<file path="src/rtl/mem_arbiter_pkg.sv">
// Shared types and codes for the instruction/data memory arbiter.
package mem_arbiter_pkg;

  typedef enum logic [1:0] {
    ST_IDLE  = 2'd0,
    ST_ISSUE = 2'd1,
    ST_WAIT  = 2'd2,
    ST_DROP  = 2'd3
  } arb_state_t;

  typedef enum logic {
    SRC_IF  = 1'b0,
    SRC_MEM = 1'b1
  } arb_src_t;

  localparam logic [1:0] LEN_NONE = 2'b00;
  localparam logic [1:0] LEN_B    = 2'b01;
  localparam logic [1:0] LEN_H    = 2'b10;
  localparam logic [1:0] LEN_W    = 2'b11;

  // A zero-length store never reaches the downstream port.
  function automatic logic is_null_store(input logic wr, input logic [1:0] len);
    return wr && (len == LEN_NONE);
  endfunction

endpackage

</file>
<file path="src/rtl/mem_arb_pick.sv">
// Winner select between fetch and data requests, with optional fetch starvation guard.
// MEM_ARB_STARVE_GUARD_EN enables the consecutive-data-grant counter.
module mem_arb_pick
  import mem_arbiter_pkg::*;
#(
  parameter int unsigned STARVE_LIMIT = 4
) (
  input  logic     clk,
  input  logic     rst,
  input  logic     if_req,
  input  logic     mem_req,
  input  logic     grant_en,
  output arb_src_t win_src
);

`ifdef MEM_ARB_STARVE_GUARD_EN
  localparam int CW = (STARVE_LIMIT < 1) ? 1 : $clog2(STARVE_LIMIT + 1);

  logic [CW-1:0] starve_cnt;
  logic          starved;

  assign starved = (starve_cnt >= CW'(STARVE_LIMIT));

  always_comb begin
    win_src = SRC_MEM;
    if (if_req && (!mem_req || starved)) win_src = SRC_IF;
  end

  // Only data grants made while a fetch is waiting count toward starvation.
  always_ff @(posedge clk) begin
    if (rst) begin
      starve_cnt <= '0;
    end else if (grant_en) begin
      if (win_src == SRC_IF || !if_req) starve_cnt <= '0;
      else if (!starved)                starve_cnt <= starve_cnt + CW'(1);
    end
  end
`else
  logic unused_cfg;
  assign unused_cfg = clk ^ rst ^ grant_en ^ (STARVE_LIMIT != 0);

  always_comb begin
    win_src = SRC_MEM;
    if (if_req && !mem_req) win_src = SRC_IF;
  end
`endif

endmodule

</file>
<file path="src/rtl/mem_arbiter.sv">
// Two-source memory arbiter: instruction fetch and data port share one downstream channel.
// MEM_ARB_STARVE_GUARD_EN (see mem_arb_pick) lets a starved fetch win over data.
module mem_arbiter
  import mem_arbiter_pkg::*;
#(
  parameter int unsigned STARVE_LIMIT = 4
) (
  input  logic        clk,
  input  logic        rst,
  input  logic        flush,
  input  logic        if_req,
  input  logic [31:0] if_addr,
  output logic        if_done,
  output logic [31:0] if_rdata,
  input  logic        mem_req,
  input  logic        mem_wr,
  input  logic [31:0] mem_addr,
  input  logic [31:0] mem_wdata,
  input  logic [1:0]  mem_len,
  output logic        mem_done,
  output logic [31:0] mem_rdata,
  output logic        ctl_valid,
  output logic        ctl_wr,
  output logic [31:0] ctl_addr,
  output logic [31:0] ctl_wdata,
  output logic [1:0]  ctl_len,
  input  logic        ctl_ready,
  input  logic        ctl_done,
  input  logic [31:0] ctl_rdata,
  output logic        busy
);

  arb_state_t  state, state_nxt;
  logic        sel_vld, sel_vld_nxt;
  arb_src_t    sel_src;
  logic        sel_wr;
  logic [31:0] sel_addr;
  logic [31:0] sel_wdata;
  logic [1:0]  sel_len;

  logic        if_req_m, mem_req_m, grant_en;
  arb_src_t    win_src;
  logic        if_done_nxt, mem_done_nxt, if_ld, mem_ld;

  // No arbitration while a done pulse is out, so the finishing source is not re-granted.
  assign if_req_m  = if_req && !flush && !if_done;
  assign mem_req_m = mem_req && !mem_done;
  assign grant_en  = (state == ST_IDLE) && !sel_vld && !if_done && !mem_done &&
                     (if_req_m || mem_req_m);

  mem_arb_pick #(.STARVE_LIMIT(STARVE_LIMIT)) u_pick (
    .clk      (clk),
    .rst      (rst),
    .if_req   (if_req_m),
    .mem_req  (mem_req_m),
    .grant_en (grant_en),
    .win_src  (win_src)
  );

  always_comb begin
    state_nxt    = state;
    sel_vld_nxt  = 1'b0;
    if_done_nxt  = 1'b0;
    mem_done_nxt = 1'b0;
    if_ld        = 1'b0;
    mem_ld       = 1'b0;
    case (state)
      ST_IDLE: begin
        if (sel_vld) begin
          if (sel_src == SRC_IF && flush) state_nxt = ST_IDLE;
          else if (sel_src == SRC_MEM && is_null_store(sel_wr, sel_len)) mem_done_nxt = 1'b1;
          else state_nxt = ST_ISSUE;
        end else if (grant_en) begin
          sel_vld_nxt = 1'b1;
        end
      end
      ST_ISSUE: begin
        if (sel_src == SRC_IF && flush) state_nxt = ST_IDLE;
        else if (ctl_ready)             state_nxt = ST_WAIT;
      end
      ST_WAIT: begin
        if (ctl_done) begin
          state_nxt = ST_IDLE;
          if (sel_src == SRC_MEM) begin
            mem_done_nxt = 1'b1;
            mem_ld       = 1'b1;
          end else if (!flush) begin
            if_done_nxt = 1'b1;
            if_ld       = 1'b1;
          end
        end else if (sel_src == SRC_IF && flush) begin
          state_nxt = ST_DROP;
        end
      end
      ST_DROP: begin
        if (ctl_done) state_nxt = ST_IDLE;
      end
      default: state_nxt = ST_IDLE;
    endcase
  end

  always_ff @(posedge clk) begin
    if (rst) begin
      state     <= ST_IDLE;
      sel_vld   <= 1'b0;
      sel_src   <= SRC_IF;
      sel_wr    <= 1'b0;
      sel_addr  <= '0;
      sel_wdata <= '0;
      sel_len   <= LEN_NONE;
      if_done   <= 1'b0;
      mem_done  <= 1'b0;
      if_rdata  <= '0;
      mem_rdata <= '0;
    end else begin
      state    <= state_nxt;
      sel_vld  <= sel_vld_nxt;
      if_done  <= if_done_nxt;
      mem_done <= mem_done_nxt;
      if (if_ld)  if_rdata  <= ctl_rdata;
      if (mem_ld) mem_rdata <= ctl_rdata;
      if (grant_en) begin
        sel_src <= win_src;
        if (win_src == SRC_IF) begin
          sel_wr    <= 1'b0;
          sel_addr  <= if_addr;
          sel_wdata <= '0;
          sel_len   <= LEN_W;
        end else begin
          sel_wr    <= mem_wr;
          sel_addr  <= mem_addr;
          sel_wdata <= mem_wdata;
          sel_len   <= mem_len;
        end
      end
    end
  end

  assign ctl_valid = (state == ST_ISSUE);
  assign ctl_wr    = sel_wr;
  assign ctl_addr  = sel_addr;
  assign ctl_wdata = sel_wdata;
  assign ctl_len   = sel_len;
  assign busy      = (state != ST_IDLE);

endmodule

</file>
<file path="config.mk">
export PLATFORM = sky130hd
export DESIGN_NAME = mem_arbiter
export DESIGN_NICKNAME = d
export VERILOG_FILES = /design/src/rtl/mem_arbiter_pkg.sv /design/src/rtl/mem_arb_pick.sv /design/src/rtl/mem_arbiter.sv
export SDC_FILE = /design/constraint.sdc
export NUM_CORES = 1
export LEC_CHECK = 0
export BUFFER_PORTS_ARGS = -buffer_cell sky130_fd_sc_hd__buf_2
export CAP_MARGIN = 10
export CORE_MARGIN = 5
export CORE_UTILIZATION = 45
export DETAILED_ROUTE_END_ITERATION = 10
export HOLD_SLACK_MARGIN = 0.08
export PLACE_DENSITY = 0.89
export SETUP_SLACK_MARGIN = 0.5
export SKIP_CTS_REPAIR_TIMING = 1
export SYNTH_ARGS = -nofsm -noshare
export SYNTH_HDL_FRONTEND = slang
export SYNTH_SLANG_ARGS = --single-unit
</file>
<file path="constraint.sdc">
create_clock -name clk -period 1.7 [get_ports clk]
set_input_delay 0.085 -clock clk [delete_from_list [all_inputs] [get_ports clk]]
set_output_delay 0.085 -clock clk [all_outputs]
set_load 0.02 [all_outputs]
</file>
# Yosys cells after proc, flatten, opt, wreduce, memory -nomap -nowiden
# Cells that the tools add are included.
# word_totals
reg_bits	137
input_bits	138
out_inout_bits	135
wordCells	69
# classes
eq_ne	8
mux	26
bitwise_logic	2
reduce_logical	22
# op_table
cell	n
$mux 32	2
$mux 2	9
$mux 1	13
$logic_and 1x1->1	11
$pmux 2 s4	1
$ne 3x3->1 const B	2
$logic_not 1->1	5
$reduce_and 5->1	1
$eq 2x2->1 const B	2
$logic_not 2->1	2
$ne 2x2->1 const B	2
$ne 3x1->1 const B	1
$reduce_or 3->1	1
$eq 2x1->1 const B	1
$not 1->1	2
$pmux 1 s2	1
$reduce_bool 2->1	1
$logic_or 1x1->1	1

# Longest topological paths before layout
# Gate-level depths: netlist (run 1).
# depth
ltp_word	7
depth_mapped	6
mapped_depth_nobuf	5

# Cells and area by module
# From an unflattened synthesis (run 1), not the netlist that was laid out.
# unflattened
hier_cells	619
area_unflattened_um2	5197.5
# by_module_without_submodules
module	n_inst	cells_per_inst	area_per_inst_um2	seq_area_each_um2
mem_arbiter	1	618	5191.2	2742.6
mem_arb_pick	1	1	6.3	0.0

# Least setup slack after synthesis (run 1)
# OpenSTA, ideal clock, no wires.
# synth_path
kind	flip-flop to flip-flop
startpoint	register mem_done
endpoint	register sel_addr[30] (netlist: ctl_addr[30])
setup_ns	0.091
t_arrival_ns	1.336
required_ns	1.609
slack_ns	0.273
stages_incl_launch_ff	7
path_buffers	2
period_less_slack_ns	1.427
cell_sequence	dfxtp_1 -> nor3_1 -> o211a_1 -> buf_4 -> buf_4 -> nor2_1 -> a311oi_1
# synth_via
elab_chain_cells	5
word_cells_on_any_way	8
cone_classes	mux (1); reduce/logical (7)
# synth_lines
element	line	rtl
from (decl)	mem_arbiter.sv:20	output logic mem_done,
from (signal assigned)	mem_arbiter.sv:119	mem_done <= mem_done_nxt;
$logic_not 1->1 *	mem_arbiter.sv:47, mem_arbiter.sv:48	
$logic_and 1x1->1	mem_arbiter.sv:47	assign mem_req_m = mem_req && !mem_done;
$logic_not 1->1	mem_arb_pick.sv:44	if (if_req && !mem_req) win_src = SRC_IF;
$logic_and 1x1->1	mem_arb_pick.sv:44	
$mux 32	mem_arbiter.sv:124	if (win_src == SRC_IF) begin
to (signal assigned)	mem_arbiter.sv:126	sel_addr <= if_addr;
to (signal assigned)	mem_arbiter.sv:131	sel_addr <= mem_addr;
to (decl)	mem_arbiter.sv:37	logic [31:0] sel_addr;
# Every way passes the cells marked *; elsewhere a longest branch is shown, timed or not.
# A chain may end at the register's enable or synchronous reset.

# Worst setup path in the final report (run 1)
# layout_path
startpoint	register if_done
endpoint	register sel_addr[27] (netlist: ctl_addr[27])
# layout_via
elab_chain_cells	4
word_cells_on_any_way	8
cone_classes	mux (1); reduce/logical (7)
# layout_lines
element	line	rtl
from (decl)	mem_arbiter.sv:13	output logic if_done,
from (signal assigned)	mem_arbiter.sv:118	if_done <= if_done_nxt;
$logic_not 1->1 *	mem_arbiter.sv:46, mem_arbiter.sv:48	
$logic_and 1x1->1, on equally long branches	mem_arbiter.sv:46, mem_arbiter.sv:48	
$logic_and 1x1->1 (tied with other cells)	mem_arb_pick.sv:44	
$mux 32 or $logic_and 1x1->1 (tied branches)	mem_arbiter.sv:124, mem_arbiter.sv:48	
# Marks and branches as above.

==> results of run 1 <==
[state kept, by name, indices dropped and copies added (netlist names)]
signal,cells
ctl_len,2
if_done,1
state,2
ctl_wr,1
mem_rdata,32
ctl_addr,32
mem_done,1
sel_src,1
sel_vld,1
if_rdata,32
ctl_wdata,32
[tightest hold or removal path: stages]
cell and delay (ns):
buf_2 0.17, or2b_1 0.16, a21oi_1 0.08
[per-layer routing]
metal	vias to the layer above	track usage (%)
met5	-	0
met4	0	8.67
met3	257	8.02
met2	826	39.1
met1	3424	25.6
li1	3071	-
[power by group through the flow]
stage	Clock [uW]	Combinational, uW	Sequential, uW
after floorplan	0	1410	4340
after global placement	0	2810	3890
after detailed placement	0	2880	3910
after CTS	3970	2880	3840
after global routing	4140	4300	4010
final	4010	4160	3990
[logic make-up after synthesis]
group | count (synthesis) | synth area share, %
AOI/OAI and AO/OA | 169 | 18.3
buffers and inverters | 57 | 5.71
DFF | 137 | 52.6
muxes | 1 | 0.192
and+or+nand+nor | 290 | 23.1
[how the worst max path moves through the flow]
stage                                            to  cells after the start  slack (ns)             startpoint
after floorplan            if_rdata[0]$_SDFFE_PP0P_                      6        0.37  state[1]$_SDFFE_PP0P_
after global placement     if_rdata[6]$_SDFFE_PP0P_                      4        0.26  state[1]$_SDFFE_PP0P_
after detailed placement   ctl_addr[7]$_SDFFE_PP0P_                      6        0.17  state[0]$_SDFFE_PP0P_
after CTS                 ctl_addr[22]$_SDFFE_PP0P_                      6        0.17     sel_vld$_SDFF_PP0_
after global routing      ctl_addr[28]$_SDFFE_PP0P_                      6       -0.16     if_done$_SDFF_PP0_
final                     ctl_addr[27]$_SDFFE_PP0P_                      6        0.04     if_done$_SDFF_PP0_
[layout by cell type (no fill, tap or decap), types with 3 or more instances in the layout]
master,n
a21oi_2,78
nand2b_1,3
dlygate4sd3_1,132
clkinv_4,5
nor3_4,3
inv_6,3
a211oi_2,8
nand2_4,35
dfxtp_4,5
buf_2,269
bufinv_16,4
clkbuf_16,25
or4_4,4
a211oi_1,25
buf_6,16
nor2_1,38
nand2_2,31
a21oi_1,47
dfxtp_1,132
buf_12,14
a21oi_4,5
nand2_1,130
buf_4,17
nand3_1,34
diode_2,5
[cell type report]
type                            instances  area [um2]  share of cell area (%)
Clock buffer                           19         433                    4.27
Clock inverter                         13         194                    1.91
Inverter                                2        12.5                   0.124
Antenna cell                            5        12.5                   0.124
Tap cell                              143         179                    1.77
Multi-Input combinational cell        463        3050                    30.1
Timing Repair Buffer                  458        3490                    34.4
Sequential cell                       137        2760                    27.3
[metrics by stage]
step,instances,total power (uW)
6_report,1240,12200
2_1_floorplan,654,5750
3_3_place_gp,1042,6710
3_5_place_dp,1042,6790
5_1_grt,1239,12400
4_1_cts,1074,10700
==> reports/results.tsv, run 1 <==
metric	value	unit
worst_pin_slew	0.485	ns
cts_tree	built	
via_per_inst	6.11	
htree_levels	4	
hp-class	in -> reg	
reg2reg_from	if_done$_SDFF_PP0_	
postLayoutCoreUtil	89.1	%
ys_seq_elements	137	
die-area	13800	um2
holdWs	0.135	ns
die_w	118	um
pwr_density_cell	1200	nW/um2
dpl_cell_area	6960	um2
rr_worst_depth	6	
synth_top_area_cell	dfxtp_1	
clk_pin_slew	0.06	ns
synth_edf_count	0	
cp_cell_sequence	nor3_4, o211a_4, buf_12, buf_12, nor2_1, a211oi_1	
gr-total-overflow	0	
r2r-end	ctl_addr[27]$_SDFFE_PP0P_	
yosys_warnings	0	
cts.path.max_buffers	2	
slowest_stage	dfxtp_4	
fin_crit_sh	97.6	%
peakVddDrop	0.813	mV
synth_flop_cell	dfxtp_1	
cts.sinks	137	
nFillCells	456	
antenna_found_initial	4	
p_sw	4330	uW
highest_layer	met4	
dp_hpwl	12000	um
fmax	0.603	GHz
wl_met2	14700	um
crit_arrival	1.95	ns
grt_pass1_wl	26100	um
crit_path_start_kind	flip-flop	
grt_pass1_vias	5376	
hold-path-cell-count	3	
synth_nets	792	
core	11400	um2
vias	7578	
syn_avg_cell_area	7.97	um2
yosysTopAreaCellShare	52.6	%
post-route-drc-count	0	
drv_cap	0	
met1Wirelength	9350	um
clockRootBuffer	clkbuf_16	
p_clk_share	33.0	%
internal_power	7830	uW
grt_max_degree	79	
finClkSkew	0.0162	ns
async_reset_ff_share	0	%
ant_nets	0	
syn-cell-area	5210	um2
ff2ff_setup_slack	0.04	ns
cts_made_buffers	17	
grt_usage	22.7	%
finalSetupViolCount	0	
tns	0	ns
drive_above_1_share	49.3	%
p_sw_share	35.6	%
min_to	state[1]$_SDFFE_PP0P_	
power_leakage	0.00451	uW
cp.required	1.99	ns
crit_buf_inv	2	
slew_headroom	67.7	%
gp_congestion	0.857	
drv_slew	0	
syn_inst	654	
routedWlPerCell	24.5	um
pwr-share-seq	32.8	%
period_minus_slack	1.66	ns
worst-setup-path-type	reg -> reg	
fp-row-count	39	
syn_to_final_growth	94.4	%
slowest_delay	0.37	ns
final_area	10100	um2
start_util	45.8	%
place_ws	0.175	ns
synth-seq-area-share	52.6	%
hp-start	ctl_done	
crit_family	compound AO/OA/AOI/OAI gates	
cp-end-kind	flip-flop	
route.met3.wl	3570	um
outcome	finished, final reports clean	
die_h	118	um
io_pins	273	
rsz0062_at_grt	yes	
first_pass_iters	6	
yosysUniqueCellTypes	32	
clk_latency	0.42	ns
pwr-share-comb	34.2	%
io_buffers	272	
drtIter0Drc	987	
synthTopCellsByCount	nand2_1, dfxtp_1, a21oi_1	
crit_fanout	13	
cp_common_cell	buf_12	
synth.area.top_cells	dfxtp_1, nand2_1, a21oi_1, a211oi_1, nand3_1	
fin_ws	0.0406	ns
synth.most_common_cell	nand2_1	
totalWireLength	30300	um
nNetsFinal	1217	
finalHoldViolCount	0	
(Power assumes the default switching activity.)
==> run 2, diff against run 1 <==
CORE_MARGIN = unset   (was 5)
==> run 2 against run 1 <==
  * The run now fails in global routing
  * Area after synthesis unchanged
  * Synthesized cell count unchanged
==> reports/results.tsv, run 2 <==
metric	value	unit	change
synth.area.top_cells	dfxtp_1, nand2_1, a21oi_1, a211oi_1, nand3_1		
synth-seq-area-share	52.6	%	unchanged
synth_edf_count	0		unchanged
yosysUniqueCellTypes	32		unchanged
stop_stage	global routing		
gp_congestion	0.828		-3.3%
start_util	47.0	%	+1.2 points
synth_top_area_cell	dfxtp_1		
die_h	110	um	-6.8%
syn_inst	654		unchanged
die_w	110	um	-6.8%
htree_levels	4		unchanged
clockRootBuffer	clkbuf_16		
synth.most_common_cell	nand2_1		
cts.sinks	137		unchanged
synth_nets	792		unchanged
gr-total-overflow	2		
io_buffers	272		unchanged
syn-cell-area	5210	um2	unchanged
io_pins	273		unchanged
yosys_warnings	0		unchanged
synth_flop_cell	dfxtp_1		
cts_made_buffers	17		unchanged
synthTopCellsByCount	nand2_1, dfxtp_1, a21oi_1		
cts.path.max_buffers	2		unchanged
yosysTopAreaCellShare	52.6	%	unchanged
worstEpCategory	sequential cell input		
ys_seq_elements	137		unchanged
async_reset_ff_share	0	%	unchanged
tool.error	[ERROR GRT-0232] Routing congestion too high. Check the congestion heatmap in the GUI.		
fp-row-count	38		-2.6%
dp_hpwl	11000	um	-8.4%
grt_usage	55.3	%	
grt_max_degree	66		
outcome	aborted with a tool error		
worst_endpoint	ctl_wdata[18]$_SDFFE_PP0P_/D		
syn_avg_cell_area	7.97	um2	unchanged
-- run 2: cell counts after synthesis --
No cell type changed its count.
-- run 2: layer usage --
metal / overflow / GRT usage (%)
met1: 0 / 53.8
met2: 2 / 81.1
met3: 0 / 33.0
met4: 0 / 50.7
met5: 0 / 6.70
-- run 2: stage by stage --
stage	area, um2	std cells	util [%]	setup WS (ns)	hold slack, ns
after floorplan	5450	654	-	0.367	0.221
after global placement	6920	1030	62.4	0.274	0.334
after detailed placement	6920	1030	62.4	0.192	0.338
after CTS	7450	1060	67.3	0.175	-0.0986
-- run 2: cells by family after synthesis --
family	synth area share (%)
buffers and inverters	5.71
and+or+nand+nor	23.1
DFF	52.6
muxes	0.192
AOI/OAI and AO/OA	18.3
==> run 3, diff against run 2 <==
CORE_UTILIZATION = 30   (was 45)
HOLD_SLACK_MARGIN = unset   (was 0.08)
PLACE_DENSITY = unset   (was 0.89)
PLACE_DENSITY_LB_ADDON = 0.15   (was unset)
SETUP_SLACK_MARGIN = unset   (was 0.5)
==> run 3 against run 2 <==
  * The flow now finishes, with violations (hold timing)
==> reports/results.tsv, run 3 (synthesis gave the netlist of run 1 again) <==
metric	value	unit	change
outcome	finished with violations		
violations	hold timing		
io_buffers	272		unchanged
fp-row-count	47		+24%
ff2ff_setup_slack	0.11	ns	
peakVddDrop	0.800	mV	
clk_pin_slew	0.06	ns	
grt_pass1_vias	5008		
worst_pin_slew	0.505	ns	
grt_usage	18.6	%	
rsz0062_at_grt	no		
pwr_density_cell	1230	nW/um2	
via_per_inst	4.61		
finClkSkew	0.00896	ns	
htree_levels	4		unchanged
start_util	31.1	%	-16 points
cp_cell_sequence	nand2_2, or4_1, buf_4, nand2_1, a21oi_1		
die-area	17900	um2	
antenna_found_initial	1		
final_cells	1252		
dp_hpwl	11400	um	+3.7%
reg2reg_from	state[1]$_SDFFE_PP0P_		
fmax	0.629	GHz	
drtIter0Drc	265		
cts.path.max_buffers	2		unchanged
die_h	134	um	+22%
clockRootBuffer	clkbuf_16		
rr_worst_depth	5		
num_antenna_cells	0		
ant_nets	0		
finalHoldViolCount	3		
crit_family	simple AND/OR/NAND/NOR gates		
cp_num_cells	5		
final_common_cell	buf_2		
r2r-end	if_rdata[20]$_SDFFE_PP0P_		
cts_tree	built		
drv_slew	0		
crit_fanout	17		
finalSetupViolCount	0		
routedWlPerCell	14.3	um	
first_pass_iters	4		
cts.sinks	137		unchanged
hp-class	in -> reg		
drv_cap	0		
slew_headroom	66.2	%	
crit_path_end	if_rdata[20]$_SDFFE_PP0P_		
grt_pass1_wl	26100	um	
slowest_stage	or4_1		
hold-path-cell-count	3		
holdWs	-0.0293	ns	
postLayoutCoreUtil	50.9	%	
crit_arrival	1.87	ns	
period_minus_slack	1.59	ns	
totalWireLength	17900	um	
cp.required	1.98	ns	
vias	5776		
die_w	134	um	+22%
cp-end-kind	flip-flop		
gp_congestion	0.745		-10%
startpoint	state[1]$_SDFFE_PP0P_		
crit_path_start_kind	flip-flop		
cts_made_buffers	17		unchanged
slowest_delay	0.46	ns	
post-route-drc-count	0		
power	10500	uW	
syn_to_final_growth	63.7	%	
nNetsFinal	1158		
gr-total-overflow	0		
power_leakage	0.00377	uW	
io_pins	273		unchanged
worst-setup-path-type	reg -> reg		
core	16800	um2	
drive_above_1_share	32.2	%	
most-common-layout-cells	buf_2, nand2_1, dfxtp_1		
clk_latency	0.41	ns	
crit_buf_inv	1		
tns	0	ns	
grt_max_degree	47		
nFillCells	1673		
dp.cells	1113		+8.1%
fin_crit_sh	93.5	%	
-- run 3: per-layer routing --
| layer | track usage (%) | wire (um) |
|---|---|---|
| met5 | 0 | 0 |
| met4 | 5.62 | 191 |
| met3 | 7.48 | 1330 |
| met2 | 29.0 | 8290 |
| met1 | 23.5 | 8070 |
-- run 3: worst min-delay path by stage --
stage,startpoint,endpoint
after detailed placement,if_addr[11],ctl_addr[11]$_SDFFE_PP0P_
final,mem_len[1],ctl_len[1]$_SDFFE_PP0P_
after CTS,if_addr[10],ctl_addr[10]$_SDFFE_PP0P_
after floorplan,ctl_rdata[0],if_rdata[0]$_SDFFE_PP0P_
after global routing,mem_addr[1],ctl_addr[1]$_SDFFE_PP0P_
after global placement,if_addr[10],ctl_addr[10]$_SDFFE_PP0P_
-- run 3: layout make-up --
type / instances / area, um2 / area share, %
flip-flops and latches: 137 / 2740 / 32.2
clock buffers: 20 / 457 / 5.35
repair buffers: 402 / 2710 / 31.8
inverters: 2 / 7.51 / 0.0880
multi-input cells: 460 / 2190 / 25.7
well taps: 220 / 275 / 3.23
clock inverters: 11 / 146 / 1.72
-- run 3: metrics by stage --
step | setup slack [ns] | area [um2]
6_report | 0.111 | 8530
3_3_place_gp | 0.149 | 6840
5_1_grt | 0.00494 | 8530
3_5_place_dp | 0.124 | 6840
2_1_floorplan | 0.273 | 5210
4_1_cts | 0.0958 | 7450
-- run 3: report_power, final --
part	switching, uW	internal, uW	total, uW
Combinational	1720	1150	2870
Clock	1410	2380	3790
Sequential	217	3610	3830
Total	3350	7140	10500
-- run 3: tightest hold or removal path, delay by kind of cell --
family,cells,cell delay [ns]
and+or+nand+nor,2,0.16
buffers and inverters,1,0.08
==> run 4, diff against run 3 <==
BUFFER_PORTS_ARGS = -buffer_cell sky130_fd_sc_hd__buf_4   (was -buffer_cell sky130_fd_sc_hd__buf_2)
==> run 4 against run 3 <==
  * The run still ends with hold timing left
  * Clock power is 15% higher
  * Via count up 2.4%
  * Sequential share of layout area is 2.9 points lower
  * Clock skew increased by 0.0070 ns
  * Register-to-register slack lost 0.02 ns
  * Global-route usage is 0.23 points higher
  * Non-clock buffer count up 8
  * Critical path depth unchanged
  * Highest routed layer unchanged
==> reports/results.tsv, run 4 (synthesis gave the netlist of run 1 again) <==
metric	value	unit	change
finalSetupViolCount	0		unchanged
period_minus_slack	1.61	ns	+0.0192 ns
dp.cells	1117		+0.36%
clockRootBuffer	clkbuf_16		
busiest_layer	met2		
grt_util_met1	22.9	%	-0.56 points
drive_above_1_share	32.5	%	+0.30 points
die-area	17900	um2	unchanged
dp_hpwl	11600	um	+1.8%
nNetsFinal	1166		+0.69%
outcome	finished with violations		
fmax	0.622	GHz	-1.2%
crit_fanout	25		+8
fin_crit_sh	94.6	%	+1.1 points
grt_pass1_wl	26500	um	+1.3%
tns	0	ns	unchanged
final_area	9370	um2	+9.8%
cp-end-kind	flip-flop		
use_met3	7.52	%	+0.038 points
grt_pass1_vias	5054		+0.92%
totalWireLength	18400	um	+3.1%
die_h	134	um	unchanged
htree_levels	4		unchanged
dpl_cell_area	7550	um2	+10%
io_buffers	272		unchanged
rsz0062_at_grt	no		
clk_pin_slew	0.06	ns	about the same
fp-row-count	47		unchanged
finalHoldViolCount	9		+6
slew_headroom	66.2	%	about the same
gr-total-overflow	0		unchanged
grtUsageMet2	29.7	%	+0.72 points
finClkSkew	0.0160	ns	+0.00704 ns
drv_slew	0		unchanged
via_per_inst	4.69		+1.6%
cts_tree	built		
first_pass_iters	5		+1
violations	hold timing		
antenna_found_initial	0		-1
io_pins	273		unchanged
power_leakage	0.00397	uW	+5.3%
drtIter0Drc	196		-26%
cts.sinks	137		unchanged
clk_latency	0.43	ns	+0.02 ns
grt_max_degree	50		+6.4%
post-route-drc-count	0		unchanged
crit_path_start_kind	flip-flop		
die_w	134	um	unchanged
vias	5913		+2.4%
worst-setup-path-type	reg -> reg		
ant_nets	0		unchanged
num_antenna_cells	0		unchanged
holdWs	-0.0108	ns	+0.0185 ns
crit_arrival	1.93	ns	+0.06 ns
drv_cap	0		unchanged
cts.path.max_buffers	2		unchanged
grt_usage	18.8	%	+0.23 points
gp_congestion	0.798		+7.1%
worst_pin_slew	0.505	ns	+0.000136 ns
core	16800	um2	unchanged
final_cells	1261		+0.72%
cp.required	2.02	ns	+0.04 ns
hp-class	in -> reg		
pwr_density_cell	1220	nW/um2	-1.0%
most-common-layout-cells	buf_4, nand2_1, dfxtp_1		
start_util	31.1	%	unchanged
nFillCells	1576		-5.8%
peakVddDrop	0.729	mV	-8.8%
syn_to_final_growth	79.7	%	
final_common_cell	buf_4		
routedWlPerCell	14.6	um	+2.3%
cts_made_buffers	17		unchanged
==> run 4: cell count changes in the layout (fill, tap and decap cells not counted), sizes merged <==
cell,change
clkinv,-3
inv,+2
buf,+4
dlygate4sd3,+4
clkbuf,-1
bufinv,+3
==> run 4: report_power, final <==
group	switching, uW	leakage [uW]	internal, uW
clock	1500	0.000331	2850
sequential	233	0.00112	3610
combinational	1740	0.00252	1480
total	3470	0.00397	7940
==> run 4: per-stage QoR <==
| step | utilization, % | power, uW | setup slack, ns |
|---|---|---|---|
| 2_1_floorplan | - | 5550 | 0.273 |
| 3_3_place_gp | 45.1 | 6910 | 0.167 |
| 3_5_place_dp | 45.1 | 6910 | 0.112 |
| 4_1_cts | 49.2 | 11300 | 0.100 |
| 5_1_grt | 55.9 | 11900 | 0.0465 |
| 6_report | 55.9 | 11400 | 0.0920 |
==> run 4: final timing paths <==
kind / from / end / slack [ns] / cells past startpoint
setup / recovery: mem_done$_SDFF_PP0_ / ctl_addr[20]$_SDFFE_PP0P_ / 0.09 / 5
hold / removal: mem_addr[27] / ctl_addr[27]$_SDFFE_PP0P_ / -0.01 / 3
setup reg to reg: mem_done$_SDFF_PP0_ / ctl_addr[20]$_SDFFE_PP0P_ / 0.09 / 5
hold reg to reg: ctl_wdata[29]$_SDFFE_PP0P_ / ctl_wdata[29]$_SDFFE_PP0P_ / 0.45 / 2
==> run 4: metal layers <==
layer	part of all wire [%]	wire length, um
met5	0	0
met4	2.0	369
met3	7.5	1390
met2	48	8850
met1	42	7830
==> run 4: area by class of cell <==
type	count	area [um2]	area share, %
well taps	220	275	2.94
repair buffers	410	3460	36.9
clock buffers	19	453	4.84
multi-input cells	460	2190	23.4
flip-flops and latches	137	2740	29.3
inverters	2	7.51	0.0801
clock inverters	13	239	2.55
==> run 4: worst max-delay path, cell delays in order (launching register included) <==
cell and delay [ns]:
dfxtp_1 0.33, nor3_1 0.27, o211a_2 0.38, buf_12 0.21
nor2_1 0.05, a211oi_1 0.26
